$ cat src/rtl/nrs_pkg.sv
// Shared constants, state enum and helpers for the NRS Gold sequence block.
// Optional QPSK outputs are enabled by NRS_GOLD_QPSK_OUT_EN in nrs_gold_seq.
package nrs_pkg;

    localparam int NC       = 1600;
    localparam int M_OFFSET = 218;
    localparam int WARMUP   = NC + M_OFFSET;
    localparam int LFSR_W   = 31;
    localparam int CINIT_W  = 28;

    typedef enum logic {
        IDLE = 1'b0,
        RUN  = 1'b1
    } state_e;

    // 1 - 2c as a 2-bit signed value: 0 -> +1, 1 -> -1
    function automatic logic [1:0] qpsk_map(input logic c);
        return {c, 1'b1};
    endfunction

endpackage

$ cat src/rtl/gold_lfsr_step.sv
// Advances the x1/x2 Gold LFSR windows by STEPS steps combinationally.
// Bit i of each window holds x(n+i).
module gold_lfsr_step
    import nrs_pkg::*;
#(
    parameter int STEPS = 1
) (
    input  logic [LFSR_W-1:0] x1_i,
    input  logic [LFSR_W-1:0] x2_i,
    output logic [LFSR_W-1:0] x1_o,
    output logic [LFSR_W-1:0] x2_o
);

    logic [LFSR_W-1:0] a;
    logic [LFSR_W-1:0] b;

    always_comb begin
        a = x1_i;
        b = x2_i;
        for (int s = 0; s < STEPS; s++) begin
            a = {a[3] ^ a[0], a[LFSR_W-1:1]};
            b = {b[3] ^ b[2] ^ b[1] ^ b[0], b[LFSR_W-1:1]};
        end
        x1_o = a;
        x2_o = b;
    end

endmodule

$ cat src/rtl/nrs_gold_seq.sv
// NRS Gold sequence: returns c(218..221) per accepted cinit, with one pending slot.
// Define NRS_GOLD_QPSK_OUT_EN to add the registered QPSK symbol outputs.
module nrs_gold_seq
    import nrs_pkg::*;
#(
    parameter int STEPS = 1
) (
    input  logic               clk,
    input  logic               rst,
    input  logic [CINIT_W-1:0] cinit,
    input  logic               cinit_valid,
    output logic [3:0]         c_bits,
    output logic               c_valid,
    output logic               busy,
    output logic               pend_full,
`ifdef NRS_GOLD_QPSK_OUT_EN
    output logic [1:0]         re0_i,
    output logic [1:0]         re0_q,
    output logic [1:0]         re1_i,
    output logic [1:0]         re1_q,
`endif
    output logic               overflow
);

    generate
        if (!(STEPS == 1 || STEPS == 2 || STEPS == 3 ||
              STEPS == 6 || STEPS == 9 || STEPS == 18)) begin : g_bad_steps
            $error("nrs_gold_seq: STEPS must divide 1818");
        end
    endgenerate

    localparam int          RUN_EDGES = WARMUP / STEPS;
    localparam logic [10:0] LAST      = 11'(RUN_EDGES - 1);
    localparam logic [LFSR_W-1:0] X1_INIT = LFSR_W'(1);

    state_e              state_q, state_d;
    logic [10:0]         cnt_q, cnt_d;
    logic [LFSR_W-1:0]   x1_q, x1_d, x2_q, x2_d;
    logic [LFSR_W-1:0]   x1_nx, x2_nx;
    logic [CINIT_W-1:0]  pend_q, pend_d;
    logic                pend_full_q, pend_full_d;
    logic [3:0]          c_bits_q, c_bits_d;
    logic                c_valid_q, c_valid_d;
    logic                overflow_q, overflow_d;

    gold_lfsr_step #(.STEPS(STEPS)) u_step (
        .x1_i (x1_q),
        .x2_i (x2_q),
        .x1_o (x1_nx),
        .x2_o (x2_nx)
    );

    always_comb begin
        state_d     = state_q;
        cnt_d       = cnt_q;
        x1_d        = x1_q;
        x2_d        = x2_q;
        pend_d      = pend_q;
        pend_full_d = pend_full_q;
        c_bits_d    = c_bits_q;
        c_valid_d   = 1'b0;
        overflow_d  = 1'b0;
        unique case (state_q)
            IDLE: begin
                if (cinit_valid) begin
                    x1_d    = X1_INIT;
                    x2_d    = {3'b000, cinit};
                    cnt_d   = '0;
                    state_d = RUN;
                end
            end
            RUN: begin
                x1_d  = x1_nx;
                x2_d  = x2_nx;
                cnt_d = cnt_q + 11'd1;
                if (cnt_q == LAST) begin
                    c_bits_d  = x1_nx[3:0] ^ x2_nx[3:0];
                    c_valid_d = 1'b1;
                    cnt_d     = '0;
                    if (pend_full_q) begin
                        // Chain straight into the pending run; refill if a
                        // request arrives on this same edge.
                        x1_d        = X1_INIT;
                        x2_d        = {3'b000, pend_q};
                        pend_full_d = cinit_valid;
                        if (cinit_valid) pend_d = cinit;
                    end else if (cinit_valid) begin
                        x1_d = X1_INIT;
                        x2_d = {3'b000, cinit};
                    end else begin
                        state_d = IDLE;
                    end
                end else if (cinit_valid) begin
                    if (!pend_full_q) begin
                        pend_d      = cinit;
                        pend_full_d = 1'b1;
                    end else begin
                        overflow_d = 1'b1;
                    end
                end
            end
            default: state_d = IDLE;
        endcase
    end

    always_ff @(posedge clk) begin
        if (rst) begin
            state_q     <= IDLE;
            cnt_q       <= '0;
            x1_q        <= '0;
            x2_q        <= '0;
            pend_q      <= '0;
            pend_full_q <= 1'b0;
            c_bits_q    <= '0;
            c_valid_q   <= 1'b0;
            overflow_q  <= 1'b0;
        end else begin
            state_q     <= state_d;
            cnt_q       <= cnt_d;
            x1_q        <= x1_d;
            x2_q        <= x2_d;
            pend_q      <= pend_d;
            pend_full_q <= pend_full_d;
            c_bits_q    <= c_bits_d;
            c_valid_q   <= c_valid_d;
            overflow_q  <= overflow_d;
        end
    end

    assign c_bits    = c_bits_q;
    assign c_valid   = c_valid_q;
    assign busy      = (state_q == RUN);
    assign pend_full = pend_full_q;
    assign overflow  = overflow_q;

`ifdef NRS_GOLD_QPSK_OUT_EN
    logic [1:0] re0_i_q, re0_q_q, re1_i_q, re1_q_q;

    always_ff @(posedge clk) begin
        if (rst) begin
            re0_i_q <= 2'b01;
            re0_q_q <= 2'b01;
            re1_i_q <= 2'b01;
            re1_q_q <= 2'b01;
        end else if (c_valid_d) begin
            re0_i_q <= qpsk_map(c_bits_d[0]);
            re0_q_q <= qpsk_map(c_bits_d[1]);
            re1_i_q <= qpsk_map(c_bits_d[2]);
            re1_q_q <= qpsk_map(c_bits_d[3]);
        end
    end

    assign re0_i = re0_i_q;
    assign re0_q = re0_q_q;
    assign re1_i = re1_i_q;
    assign re1_q = re1_q_q;
`endif

endmodule

$ cat config.mk
export PLATFORM = sky130hd
export DESIGN_NAME = nrs_gold_seq
export DESIGN_NICKNAME = d
export VERILOG_FILES = /design/src/rtl/nrs_pkg.sv /design/src/rtl/gold_lfsr_step.sv /design/src/rtl/nrs_gold_seq.sv
export SDC_FILE = /design/constraint.sdc
export NUM_CORES = 1
export LEC_CHECK = 0
export ABC_CLOCK_PERIOD_IN_PS = 1920
export BUFFER_PORTS_ARGS = -buffer_cell sky130_fd_sc_hd__buf_4
export CORE_ASPECT_RATIO = 1.75
export CORE_UTILIZATION = 40
export CTS_CLUSTER_SIZE = 12
export DETAILED_ROUTE_END_ITERATION = 8
export HOLD_SLACK_MARGIN = 0.03
export SLEW_MARGIN = 25
export SYNTH_ARGS = -nofsm -noshare
export SYNTH_HDL_FRONTEND = slang
export SYNTH_HIERARCHICAL = 1
export SYNTH_SLANG_ARGS = --single-unit
export TNS_END_PERCENT = 20
$ cat constraint.sdc
create_clock -name clk -period 1.92 [get_ports clk]
set_input_delay 0.384 -clock clk [delete_from_list [all_inputs] [get_ports clk]]
set_output_delay 0.384 -clock clk [all_outputs]
set_load 0.005 [all_outputs]
[After elaboration in Yosys (flattened, before gate mapping)]
Index checks and enable logic that the tools add are counted.
Storage, ports and cells
  flip-flop bits (word level): 109
  bits in latches: 0
  bits in writable memories: 0
  bits in read-only memories: 0
  input port bits: 31
  output and inout port bits: 8
  memories kept: 0
Operators by class
  add/sub/neg operators: 1
  multipliers: 0
  divide/modulo/power cells: 0
  order comparisons: 0
  equal/unequal tests: 5
  shifts and indexed selects: 0
  muxes and demuxes: 27
  bitwise operators: 7
  reductions and logical operators: 6
Operator list (count)
  2-to-1 mux 31 bit: 8
  2-to-1 mux 28 bit: 5
  one-hot mux 31 bit (2 select lines): 2
  2-to-1 mux 11 bit: 2
  one-hot mux 11 bit (2 select lines): 1
  adder 11 x 1 -> 11 bit, second input constant: 1
  equality test 11 bit, second input constant: 1
  2-to-1 mux 1 bit: 8
  inequality test 2 bit, second input constant: 3
  AND reduction 5 bit: 1
  AND reduction 2 bit: 2
  OR reduction 4 bit: 1
  XOR 1 bit: 4
  XOR 4 bit: 1
  inequality test 2 x 1 -> 1 bit, second input constant: 1
  NOT 1 bit: 2
  one-hot mux 1 bit (2 select lines): 1
  nonzero test 2 bit: 1
  OR reduction 2 bit: 1

[Longest topological paths before layout]
  depth in word-level cells: 7
  depth in mapped cells: 8
  mapped depth without buffers: 6

[Modules after synthesis]
Netlist, hierarchy kept.
Modules (own cells, without submodules)
  nrs_gold_seq: times used 1, cells an instance 526, area each 4758.3 µm²
  gold_lfsr_step: times used 1, cells an instance 64, area each 485.5 µm²

[Worst setup path after synthesis]
Ideal clock, no wire load.
  path kind: register -> register
  start point: register cnt_q[0]
  end point: register x1_q[23]
  setup time: 128 ps
  arrival time: 1905 ps
  data required time: 1792 ps
  path slack: -113 ps
  stages on the path, launching flop included: 8
  buffers on the path: 2
  path through: dfxtp_1 -> ha_1 -> or4b_4 -> o41a_1 -> buf_6 -> buf_6 -> a22oi_1 -> nor2_1
On the way
  longest elaborated chain between the ends: 3
RTL lines
  from (decl): line nrs_gold_seq.sv:37  | logic [10:0] cnt_q, cnt_d;
  from (signal assigned): line nrs_gold_seq.sv:119  | cnt_q <= cnt_d;
  equality test 11 bit: line nrs_gold_seq.sv:76  | if (cnt_q == LAST) begin
  2-to-1 mux 31 bit: line nrs_gold_seq.sv:76
  one-hot mux 31 bit (2 select lines): line nrs_gold_seq.sv:63  | unique case (state_q)
  to (signal assigned): line nrs_gold_seq.sv:110  | x1_q <= '0;
  to (signal assigned): line nrs_gold_seq.sv:120  | x1_q <= x1_d;
  to (decl): line nrs_gold_seq.sv:38  | logic [LFSR_W-1:0] x1_q, x1_d, x2_q, x2_d;
Every way passes these cells.
A chain may end at the register's enable or synchronous reset.

[Final worst setup path]
  start point: register cnt_q[1]
  end point: register pend_q[23]
On the way
  longest elaborated chain between the ends: 3
  elaborated cells on any way between the ends: 6
RTL lines
  equality test 11 bit (*): line nrs_gold_seq.sv:76
  inequality test 2 x 1 -> 1 bit (no source line) (tied with other cells)
  AND reduction 5 bit (no source line)
  to (signal assigned): line nrs_gold_seq.sv:122  | pend_q <= pend_d;
  to (decl): line nrs_gold_seq.sv:40  | logic [CINIT_W-1:0] pend_q, pend_d;
Mark *: on every way between the ends. The rest lies on a longest branch, timed or not.

==> impl_metrics.json <==
{
  "finalCriticalPeriod_ps": 2060,
  "clockBufferDepth": 2,
  "hold_viol": 0,
  "ys_async_sr_fraction_pct": 0,
  "synth_largest_area_cell": "dfxtp_1",
  "antenna_left": 0,
  "required_ps": 2190,
  "status": "complete, but fails checks",
  "io_pins": 39,
  "synth_top_area_share_pct": 41.6,
  "setup_viol": 90,
  "cts_tree": "yes",
  "core_um2": 12900,
  "criticalPathCategory": "register to register",
  "insertion_delay_ps": 340,
  "rr_endpoint": "pend_q[23]",
  "first_global_vias": 3762,
  "synth.avg_cell_area_um2": 8.89,
  "r2r_start": "cnt_q[1]",
  "grt_pass1_wl_mm": 17.7,
  "max_clock_freq_mhz": 486,
  "r2r_slack_ps": -140,
  "irDropWorstVdd_v": 0.000585,
  "rsz0062_at_grt": "true",
  "track_usage_pct": 16.5,
  "routed_wl_mm": 11.0,
  "port_buffers": 38,
  "yosysWarnings": 6,
  "crit_arrival_ps": 2320,
  "drv_slew": 0,
  "fin_crit_sh_pct": 107,
  "min_from": "cinit[13]",
  "die-area_um2": 13600,
  "slew_headroom_pct": 52.8,
  "vias": 3914,
  "yosys-top-cells-area": "dfxtp_1, buf_4, a22oi_1",
  "hp-class": "input port to register",
  "die_w_um": 88.6,
  "synth_fp_nets": 623,
  "grt_max_degree": 134,
  "overflow": 0,
  "drive_gt1_share_pct": 21.0,
  "synthCells": 590,
  "gp_congestion": 0.860,
  "drtPass1Iterations": 5,
  "power_density_nw_per_um2": 781,
  "min_delay_worst_endpoint": "pend_q[13]",
  "wl_per_cell_um": 14.7,
  "start_kind": "register",
  "setup_slack_ps": -136,
  "cts_buffers": 9,
  "setup.worst_path.end_class": "register",
  "clkSinkCount": 109,
  "min_path_cells": 3,
  "final_nets": 605,
  "total_leakage_power_nw": 2.08,
  "yosysSeqAreaShare_pct": 41.6,
  "first_iter_violations": 263,
  "hold_buffers": 0,
  "syn_area_um2": 5240,
  "h-tree-depth": 3,
  "crit_fanout": 14,
  "rows": 55,
  "ys.flop_type": "dfxtp_1",
  "dp_hpwl_mm": 6.73,
  "antenna_found_initial": 0,
  "violations": "setup timing",
  "ys_ff_latch": 109,
  "worst_slew_pin_slew_ps": 708,
  "cap_violations": 0,
  "fin_worst_skew_ps": 7.10,
  "cts.clk_slew.worst_paths_ps": 70,
  "drc_errors": 0,
  "syn_to_final_growth_pct": 13.2,
  "drt-vias-per-instance": 5.24,
  "die_y_um": 153,
  "antennaDiodeCount": 0,
  "synth-edff-count": 0,
  "r2r_cells": 7,
  "postLayoutCoreUtil_pct": 46.1,
  "setup_tns_ps": -8010,
  "initial_core_util_pct": 40.7,
  "synth.distinct_cells": 41,
  "cts-root-buf": "clkbuf_16"
}
[how the worst max path moves through the flow]
stage,startpoint,to,slack [ps],cells past startpoint
after floorplan,cnt_q[1],x1_q[23],-60,8
after global placement,cnt_q[1],cnt_q[6],-140,6
after detailed placement,cnt_q[1],pend_q[23],-150,7
after CTS,cnt_q[1],pend_q[23],-170,7
after global routing,cnt_q[1],pend_q[11],-210,7
final,cnt_q[1],pend_q[23],-140,7
[worst max-delay path: stages, from the launching register on]
cell,delay (ps)
dfxtp_2,330
inv_2,70
ha_4,120
or4b_4,510
nor3_4,220
mux2i_4,340
buf_12,200
mux2i_1,200
[layout make-up]
cell class	instances	area [µm²]
inverter	3	11.3
timing repair buffer	72	704
clock buffer	9	225
multi-input combinational	377	2550
fill	1267	6930
sequential	109	2180
tap	171	214
clock inverter	6	41.3
[report_power, final]
part           internal, mW  switching, mW  total, mW
registers              2.34         0.0514       2.39
logic                 0.266          0.300      0.566
clock network         0.870          0.811       1.68
[sequential cells by signal, indices dropped and copies added (netlist names)]
name and count:
pend_q 28, busy 1, pend_full 1, cnt_q 11
overflow 1, c_bits 4, c_valid 1, x1_q 31
x2_q 31
[synth_stat cells, types with 6 or more instances]
| library cell | number |
|---|---|
| dfxtp_1 | 109 |
| nand2_1 | 67 |
| buf_4 | 64 |
| nand2b_1 | 59 |
| a22oi_1 | 57 |
| nor2_1 | 46 |
| mux2i_1 | 40 |
| a31oi_1 | 29 |
| clkbuf_1 | 26 |
| a21oi_1 | 15 |
| o21ai_0 | 10 |
| xnor2_1 | 7 |
| nand3_1 | 6 |
[timing repair]
action,4_1_cts,5_1_grt
gates resized for setup,1,27
pin swaps,10,31
buffers inserted,1,0
cloned,1,3
endpoints found under the setup margin,90,98
[placed cells by master (no fill, tap or decap), types with 2 or more instances in the layout]
master,count
a211oi_1,4
a21oi_1,15
a221oi_1,5
a22o_1,2
a22oi_1,35
a22oi_2,22
a31oi_1,29
buf_12,7
buf_4,60
clkbuf_16,12
clkinv_1,2
clkinv_2,2
clkinvlp_4,3
dfxtp_1,107
dfxtp_2,2
mux2i_1,39
nand2_1,67
nand2b_1,59
nand3_1,6
nand3b_1,2
nor2_1,45
nor3_1,2
nor4_1,3
o21ai_0,10
or3_1,3
xnor2_1,7
xor2_1,3
[stage by stage]
step	hold WS (ps)	instances	area, µm²	power, mW	worst slack [ps]
2_1_floorplan	447	590	5250	2.81	-64.0
3_3_place_gp	458	727	5420	2.92	-139
3_5_place_dp	463	727	5420	2.94	-150
4_1_cts	303	744	5720	4.63	-166
5_1_grt	304	747	5930	4.84	-213
6_report	318	747	5930	4.64	-136
[routing by layer]
metal | vias up | wire (µm) | global-route usage (%)
li1 | 1967 | - | -
met2 | 71 | 5510 | 26.4
met1 | 1862 | 4910 | 20.9
met3 | 14 | 291 | 3.46
met5 | - | 0 | 0
met4 | 0 | 251 | 7.37
[cells by family (layout without fill, tap and decap cells)]
group,Yosys count,after routing,share of synthesized area (%)
simple gates,197,197,18.8
compound gates,128,128,17.1
flops,109,109,41.6
buf+inv,104,90,12.7
mux,40,40,7.64
xor+xnor,10,10,1.67
fa+ha+maj,2,2,0.477
Power figures use the tool's default switching activity.
